**config.mk**
```make
export PLATFORM = sky130hd
export DESIGN_NAME = collision_scan
export DESIGN_NICKNAME = d
export VERILOG_FILES = /design/src/rtl/collision_pkg.sv /design/src/rtl/collision_tile_cmp.sv /design/src/rtl/collision_scan.sv
export SDC_FILE = /design/constraint.sdc
export NUM_CORES = 1
export LEC_CHECK = 0
export ABC_AREA = 0
export BUFFER_PORTS_ARGS = -buffer_cell sky130_fd_sc_hd__buf_2
export CORE_MARGIN = 3
export CORE_UTILIZATION = 35
export DETAILED_ROUTE_END_ITERATION = 12
export SKIP_LAST_GASP = 1
export SYNTH_ARGS = -nofsm -noshare
export SYNTH_HDL_FRONTEND = slang
export SYNTH_SLANG_ARGS = --single-unit
export TNS_END_PERCENT = 5
```
**constraint.sdc**
```tcl
create_clock -name clk -period 5.16 [get_ports clk]
set_input_delay 1.548 -clock clk [delete_from_list [all_inputs] [get_ports clk]]
set_output_delay 1.548 -clock clk [all_outputs]
set_load 0.005 [all_outputs]
```
**src/rtl/collision_pkg.sv**
```systemverilog
// Shared collision definitions: scan FSM states and default geometry.
// The sprite renderer imports the same size constants so drawing and
// collision agree on the player and tile footprints.
package collision_pkg;

  typedef enum logic [1:0] {
    ST_IDLE  = 2'd0,
    ST_SCAN  = 2'd1,
    ST_DRAIN = 2'd2,
    ST_DONE  = 2'd3
  } scan_state_t;

  localparam int DEF_NUM_BLK = 16;
  localparam int DEF_X_W     = 10;
  localparam int DEF_Y_W     = 9;
  localparam int DEF_PL_W    = 47;
  localparam int DEF_PL_H    = 41;
  localparam int DEF_BK_W    = 25;
  localparam int DEF_BK_H    = 24;
  localparam int DEF_TOL     = 3;

endpackage

```
**src/rtl/collision_tile_cmp.sv**
```systemverilog
// Single-tile, four-side contact comparator (purely combinational).
// Coordinates are zero-extended by two bits so that neither tiles near the
// origin nor sums past the screen edge can wrap and fake a contact.
module collision_tile_cmp
  import collision_pkg::*;
#(
  parameter int X_W  = DEF_X_W,
  parameter int Y_W  = DEF_Y_W,
  parameter int PL_W = DEF_PL_W,
  parameter int PL_H = DEF_PL_H,
  parameter int BK_W = DEF_BK_W,
  parameter int BK_H = DEF_BK_H,
  parameter int TOL  = DEF_TOL
) (
  input  logic [X_W-1:0] px,
  input  logic [Y_W-1:0] py,
  input  logic [X_W-1:0] bx,
  input  logic [Y_W-1:0] by,
  input  logic           en,
  output logic [3:0]     hit   // {left, right, up, down}
);

  localparam int XE = X_W + 2;
  localparam int YE = Y_W + 2;

  logic [XE-1:0] px_e, bx_e, cx, pr;
  logic [YE-1:0] py_e, by_e, pb;
  logic          cx_in, v_ovl, down, up, right, left;

  // Extended-width geometry: centre column, player bottom and right edge.
  always_comb begin
    px_e  = XE'(px);
    bx_e  = XE'(bx);
    py_e  = YE'(py);
    by_e  = YE'(by);
    cx    = px_e + XE'(PL_W / 2);
    pr    = px_e + XE'(PL_W);
    pb    = py_e + YE'(PL_H);
    cx_in = (bx_e <= cx) && (cx <= bx_e + XE'(BK_W));
    down  = cx_in && (by_e <= pb) && (pb <= by_e + YE'(TOL));
    up    = cx_in && (by_e + YE'(BK_H) <= py_e) && (py_e <= by_e + YE'(BK_H + TOL));
    v_ovl = (pb > by_e) && (py_e < by_e + YE'(BK_H));
    right = v_ovl && (bx_e <= pr + XE'(TOL)) && (pr <= bx_e + XE'(TOL));
    left  = v_ovl && (bx_e + XE'(BK_W - TOL) <= px_e) && (px_e <= bx_e + XE'(BK_W + TOL));
    hit   = en ? {left, right, up, down} : 4'b0000;
  end

endmodule

```
**src/rtl/collision_scan.sv**
```systemverilog
// Per-frame ground-tile collision scanner.
// A start tick latches the player position, walks the tile table one
// address per cycle, OR-accumulates contact sides and remembers the top of
// the first tile the player lands on. Results publish together with done.
// Tile data returns one cycle after its address, so evaluation trails the
// address by one cycle and a single DRAIN cycle finishes the last tile.
module collision_scan
  import collision_pkg::*;
#(
  parameter int NUM_BLK = DEF_NUM_BLK,
  parameter int X_W     = DEF_X_W,
  parameter int Y_W     = DEF_Y_W,
  parameter int PL_W    = DEF_PL_W,
  parameter int PL_H    = DEF_PL_H,
  parameter int BK_W    = DEF_BK_W,
  parameter int BK_H    = DEF_BK_H,
  parameter int TOL     = DEF_TOL,
  localparam int IW     = $clog2(NUM_BLK)
) (
  input  logic           clk,
  input  logic           rst_n,
  input  logic           start,
  input  logic [X_W-1:0] x_blue,
  input  logic [Y_W-1:0] y_blue,
  output logic [IW-1:0]  blk_idx,
  input  logic [X_W-1:0] blk_x,
  input  logic [Y_W-1:0] blk_y,
  input  logic           blk_en,
  output logic           busy,
  output logic           done,
  output logic [3:0]     is_Collision,
  output logic           land_valid,
  output logic [Y_W-1:0] land_y,
  output scan_state_t    state_dbg
);

  scan_state_t    state, state_nx;
  logic [X_W-1:0] px_l;
  logic [Y_W-1:0] py_l;
  logic [3:0]     acc_hit, acc_hit_nx, tile_hit;
  logic           acc_lv, acc_lv_nx;
  logic [Y_W-1:0] acc_ly, acc_ly_nx;
  logic           eval;
  logic           last_idx;

  collision_tile_cmp #(
    .X_W (X_W), .Y_W (Y_W), .PL_W(PL_W), .PL_H(PL_H),
    .BK_W(BK_W), .BK_H(BK_H), .TOL (TOL)
  ) u_cmp (
    .px (px_l),
    .py (py_l),
    .bx (blk_x),
    .by (blk_y),
    .en (blk_en),
    .hit(tile_hit)
  );

  // Next state, status outputs and accumulator update for the current tile.
  always_comb begin
    state_nx   = state;
    last_idx   = (blk_idx == IW'(NUM_BLK - 1));
    // Address 0 is on the bus during the first SCAN cycle; its data is not back yet.
    eval       = ((state == ST_SCAN) && (blk_idx != '0)) || (state == ST_DRAIN);
    acc_hit_nx = acc_hit | tile_hit;
    acc_lv_nx  = acc_lv;
    acc_ly_nx  = acc_ly;
    if (!acc_lv && tile_hit[0]) begin
      acc_lv_nx = 1'b1;
      acc_ly_nx = blk_y;
    end
    case (state)
      ST_IDLE:  if (start) state_nx = ST_SCAN;
      ST_SCAN:  if (last_idx) state_nx = ST_DRAIN;
      ST_DRAIN: state_nx = ST_DONE;
      ST_DONE:  state_nx = ST_IDLE;
      default:  state_nx = ST_IDLE;
    endcase
    busy      = (state != ST_IDLE);
    done      = (state == ST_DONE);
    state_dbg = state;
  end

  // State register, position latch, address counter, accumulators, results.
  always_ff @(posedge clk or negedge rst_n) begin
    if (!rst_n) begin
      state        <= ST_IDLE;
      blk_idx      <= '0;
      px_l         <= '0;
      py_l         <= '0;
      acc_hit      <= '0;
      acc_lv       <= 1'b0;
      acc_ly       <= '0;
      is_Collision <= '0;
      land_valid   <= 1'b0;
      land_y       <= '0;
    end else begin
      state <= state_nx;
      if ((state == ST_IDLE) && start) begin
        px_l    <= x_blue;
        py_l    <= y_blue;
        blk_idx <= '0;
        acc_hit <= '0;
        acc_lv  <= 1'b0;
        acc_ly  <= '0;
      end else begin
        if ((state == ST_SCAN) && !last_idx) blk_idx <= blk_idx + IW'(1);
        if (eval) begin
          acc_hit <= acc_hit_nx;
          acc_lv  <= acc_lv_nx;
          acc_ly  <= acc_ly_nx;
        end
      end
      // The last tile is folded in on the way into DONE so results and done coincide.
      if (state == ST_DRAIN) begin
        is_Collision <= acc_hit_nx;
        land_valid   <= acc_lv_nx;
        land_y       <= acc_ly_nx;
      end
    end
  end

endmodule

```
Word level (Yosys, flattened, before mapping)
Cells that the tools add are included.
W data, S select, Z words.
Word-level totals
  flip-flop bits (word level): 53
  output and inout bits: 22
  logic and storage cells: 78
Cells by class
  add/sub/neg operators: 12
  magnitude comparators: 12
  equal/unequal tests: 6
  muxes and demuxes: 14
  bitwise operators: 1
  reduce and logical (&&, ||, !) cells: 23
Operators with widths (number)
  $add A10 B5 Y11 const B: 4
  $le A10 B12 Y1: 3
  $mux W9: 3
  $le A12 B12 Y1: 2
  $le A9 B11 Y1: 2
  $add A9 B5 Y10 const B: 2
  $mux W4: 5
  $logic_and A1 B1 Y1: 14
  $add A12 B2 Y12 const B: 1
  $le A12 B10 Y1: 1
  $add A10 B2 Y11 const B: 1
  $add A10 B6 Y11 const B: 1
  $gt A11 B9 Y1: 1
  $le A11 B11 Y1: 1
  $le A11 B9 Y1: 1
  $lt A9 B11 Y1: 1
  $add A9 B2 Y10 const B: 1
  $add A9 B6 Y10 const B: 1
  $pmux W2 S4: 1
  $reduce_bool A2 Y1: 3
  $add A4 B1 Y4 const B: 1
  $eq A2 B2 Y1 const B: 2
  $eq A4 B4 Y1 const B: 1
  $mux W2: 2
  other kinds (9): 13

Logic depth before layout (Yosys ltp)
  word-level depth: 10
  gate-level depth with buffers: 17
  depth with buffers taken out: 16

Modules after synthesis
A second synthesis with hierarchy kept.
Unflattened totals
  cell total of the unflattened synthesis: 778
  area total of the unflattened synthesis: 6247.2 um2
Modules (own cells, without submodules)
  collision_tile_cmp: instances 1, cells each 520, area each 3844.9 um2, seq. area each 0.0 um2
  collision_scan: instances 1, cells each 258, area each 2402.3 um2, seq. area each 1326.3 um2

Least setup slack after synthesis
No wires, ideal clock.
  kind: input-to-reg
  start point: input port blk_x[3]
  end point: register acc_hit[1]
  setup time: 0.110 ns
  arrival time: 4.061 ns
  required time: 5.050 ns
  slack: 0.989 ns
  stages: 14
  cell sequence: clkbuf_1 -> inv_1 -> ha_1 -> a21oi_1 -> nand2b_1 -> nor2b_1 -> xnor2_1 -> ha_1 -> nand3_1 -> nor4_1 -> a31o_2 -> nand3_2 -> buf_2 -> o41ai_1
On the way
  word-level cells in the longest chain between the ends: 9
RTL lines
  from (decl): line collision_scan.sv:26  | input logic [X_W-1:0] blk_x,
  $add A10 B5 Y11: line collision_tile_cmp.sv:39  | cx_in = (bx_e <= cx) && (cx <= bx_e + XE'(BK_W));
  $le A12 B12 Y1: line collision_tile_cmp.sv:39
  $logic_and A1 B1 Y1 (*): line collision_tile_cmp.sv:39
  $logic_and A1 B1 Y1 (*) (2 in series): line collision_tile_cmp.sv:41  | up = cx_in && (by_e + YE'(BK_H) <= py_e) && (py_e <= by_e + YE'(BK_H + TOL));
  $mux W4 (*): line collision_tile_cmp.sv:45  | hit = en ? {left, right, up, down} : 4'b0000;
  $or A4 B4 Y4 (*): line collision_scan.sv:64  | acc_hit_nx = acc_hit | tile_hit;
  $mux W4 (*): line collision_scan.sv:107  | if (eval) begin
  $mux W4 (*): line collision_scan.sv:98  | if ((state == ST_IDLE) && start) begin
  to (signal assigned): line collision_scan.sv:108  | acc_hit <= acc_hit_nx;
  to (decl): line collision_scan.sv:40  | logic [3:0] acc_hit, acc_hit_nx, tile_hit;
Every way passes the cells marked *; elsewhere a longest branch is shown, timed or not. The select of a mux whose other input is x is not followed.
A chain may end at the register's enable or synchronous reset.

Worst setup path after layout
  start point: input port blk_y[0]
  end point: register acc_ly[0]
On the way
  word-level cells in the longest chain between the ends: 8
RTL lines
  from (decl): line collision_scan.sv:27  | input logic [Y_W-1:0] blk_y,
  $add A9 B2 Y10 / $le A9 B11 Y1 (equally long branches): line collision_tile_cmp.sv:40  | down = cx_in && (by_e <= pb) && (pb <= by_e + YE'(TOL));
  $le A11 B11 Y1 / $logic_and A1 B1 Y1 (equally long branches): line collision_tile_cmp.sv:40
  $logic_and A1 B1 Y1: line collision_tile_cmp.sv:40
  $mux W4: line collision_tile_cmp.sv:45
  $logic_and A1 B1 Y1: line collision_scan.sv:67  | if (!acc_lv && tile_hit[0]) begin
  $mux W9 (*): line collision_scan.sv:67
  $mux W9 (*): line collision_scan.sv:107
  $mux W9 (*): line collision_scan.sv:98
  to (signal assigned): line collision_scan.sv:110  | acc_ly <= acc_ly_nx;
  to (decl): line collision_scan.sv:42  | logic [Y_W-1:0] acc_ly, acc_ly_nx;
Marks and branches as above.

==> results.md <==
- Status: finished, final reports clean
- DP Worst Slack: 0.375 ns
- TNS Setup: 0 ns
- Vert. Die Dim: 140 microns
- Max-slew violations: 0
- Post-Layout Inst Area: 6900 sq um
- Top cell type's share of synthesized area: 23.9%
- Leading area contributor after synthesis: ha_1
- Cells after Synth: 751
- RSZ-0062 raised after global routing: no
- # IOs: 64
- CTS tree: yes
- Cells on worst reg2reg path: 15
- Slowest stage delay, CP: 0.40 ns
- Setup WS post-layout: 0.695 ns
- Crit path cell chain: buf_2 -> inv_1 -> ha_1 -> nor2_1 -> nand4_1 -> xnor2_1 -> ha_1 -> a2111oi_0 -> a211oi_1 -> o21ai_1 -> a221o_1 -> nand3_2 -> o31ai_1 -> a21oi_1
- Skew-Pair Late Insertion Delay: 0.30 ns
- Most frequent cells in the layout: ha_1, nand2_1, buf_2, inv_1, nor2_1
- Cells on Worst Hold Path: 2
- Wire per inst: 16.3 microns
- Top Layer Used: met5
- Max IR drop VDD: 0.396 mV
- Most Frequent Cell on Critical Path: ha_1
- Vias in the first global route: 5658
- Static Leak: 3.24 nW
- Relative slew margins: 33.6%
- Crit path max fanout: 18
- Num rows: 48
- Setup-failing EPs final: 0
- Routed wire length: 16700 microns
- Synth warnings: 0
- Routability cong.: 0.900
- Port Buffers: 63
- Setup crit start kind: primary input
- CP bufs+invs: 2
- Post-DP HPWL: 13500 microns
- Syn_nets: 912
- PD cells: 603 nW/um^2
- Met3 wire length: 707 microns
- CP delay by family, top: compound AO/OA/AOI/OAI gates
- Hold buffers post-CTS: 0
- Die ar.: 19500 sq um
- Detailed-route DRC error count: 0
- CTS Root Buffer Type: clkbuf_16
- Final worst clock skew: 0.00925 ns
- Wire length on met2: 8090 microns
- Area grow syn2layout: 10.6%
- Setup bufs post-CTS: 0
- Post-synth EDFFs: 0
- H-tree lvl count: 2
- Number of nets with antenna violations after routing: 0
- Die span in x: 140 microns
- Vias/cell: 5.28
- Worst-margin pin slew: 0.995 ns
- WS Path Type: in -> reg
- Total Routing Usage GR: 17.5%
- Max Clk Rate: 0.224 GHz
- Antenna cells: 0
- Initial Util: 36.0%
- Share of cells above drive strength 1: 12.3%
- Core area: 17400 sq um
- Fin. Hold Viols: 0
- Crit path time final: 4.46 ns
- Ys async rst share: 100%
- Commonest non-fill, non-tap cell in the layout: ha_1
- Final nets: 959
- Yosys cell types: 70
- Avg Inst Size Synth: 8.31 sq um
- Top_reg_cell synth: dfrtp_1
- Num CTS Buffers: 5
- Synth Register Bits: 53
- Max clock buf depth: 2
- Reg clk slew, reported paths: 0.08 ns
- Clock tree sinks: 53
- Worst hold path type: reg -> reg
- First-pass GRT wire length: 28200 microns
- Crit path depth: 14
- Required time worst endpoint: 5.34 ns
- Initial antenna violation count: 1
- Most area-consuming cells after synthesis: ha_1, dfrtp_1, xnor2_1, nand2_1, inv_1
- M1 WL: 7670 microns
- Maxcap violations: 0
- Largest net degree at the start of global routing: 54
- Placed instance area: 6760 sq um
- Crit. End Element: flip-flop
- Register area share after synthesis: 21.3%
- Routed vias: 5406
- Post-CTS sizing: 0
- CP max-delay cell: o31ai_1
- Gr ovfl total: 0
- Mapped cell area: 6240 sq um
- Crit share post-route: 86.5%
- Arrival @ worst endpoint: 4.65 ns
- DR iter-0 viols: 336
- DR pass1 iterations: 4
sequential cells by signal (all words and copies together), names as in the netlist:
register and cells:
acc_hit 4, acc_lv 1, acc_ly 9, blk_idx 4
is_Collision 4, land_valid 1, land_y 9, px_l 10
py_l 9, state_dbg 2
through the flow:
stage | util [%] | instances | hold slack, ns | power [mW]
final | 39.8 | 1024 | 0.492 | 4.16
after CTS | 39.8 | 1024 | 0.489 | 4.19
after global routing | 39.8 | 1024 | 0.510 | 4.69
after global placement | 39.0 | 1016 | 0.467 | 3.81
after detailed placement | 39.0 | 1016 | 0.469 | 3.83
after floorplan | - | 751 | 0.443 | 3.04
path summary, 6_finish.rpt:
path,from,end,slack (ns)
worst max register to register,px_l[0],land_y[4],1.26
worst min-delay path,acc_hit[1],acc_hit[1],0.49
max in group asynchronous,rst_n,py_l[3],3.30
worst max-delay path,blk_y[0],acc_ly[0],0.70
worst min register to register,acc_hit[1],acc_hit[1],0.49
min in group asynchronous,rst_n,acc_hit[0],1.36
Yosys cell counts, types with 2 or more instances:
cell	instances
a211oi_1	9
inv_1	58
nor3_1	6
xnor2_1	55
and2_1	3
or3_1	2
a2111oi_0	2
and4_1	2
ha_1	119
o31ai_1	11
dfrtp_1	53
a21oi_1	39
nand3_1	21
mux2i_1	2
inv_2	2
o2111ai_1	2
and3_1	6
clkbuf_1	17
o21a_1	4
o22ai_1	3
a31oi_1	14
o211ai_1	5
nand3_2	3
nand2_1	69
nor2_1	57
nor2b_1	13
buf_1	3
a211oi_2	2
buf_2	6
nor4_1	4
nand3b_1	2
xor2_1	17
a21o_1	10
xnor2_4	3
nand4_1	26
o21bai_1	3
a211o_1	4
o21ai_1	11
o21ai_0	43
nand2b_1	9
o41ai_1	2
power by group:
part | switching (mW) | internal (mW)
combinational | 1.77 | 1.23
sequential | 0.212 | 0.607
clock | 0.165 | 0.182
total | 2.14 | 2.02
kinds of logic after synthesis:
| kind of cell | count (synthesis) | share of synthesized area, % |
|---|---|---|
| simple gates | 234 | 19.0 |
| flops | 53 | 21.3 |
| buf+inv | 91 | 6.01 |
| mux | 3 | 0.501 |
| fa+ha+maj | 119 | 23.9 |
| xor+xnor | 75 | 11.4 |
| compound gates | 176 | 18.0 |
final cells by class:
type,count,area (sq um)
clock buffers,6,129
multi-input cells,607,4550
well taps,225,282
inverters,62,246
fillers,1786,10500
repair buffers,69,360
flip-flops and latches,53,1330
clock inverters,2,13.8
per-layer routing:
layer / vias up / GRT usage, %
met4: 2 / 3.93
met5: - / 0
met1: 2522 / 23.2
li1: 2757 / -
met2: 103 / 30.9
met3: 22 / 1.68
worst register-to-register path, stage by stage, from the launching register on:
cell and delay (ns):
dfrtp_1 0.48, inv_1 0.16, ha_1 0.29, a21o_1 0.23
a21o_1 0.22, nor2_1 0.11, xnor2_1 0.17, inv_1 0.08
ha_1 0.32, nand2_1 0.08, nor3_1 0.18, o21ai_0 0.20
a311o_1 0.46, and3_1 0.46, nand3_1 0.22, a31oi_1 0.11
Power figures use the tool's default switching activity.
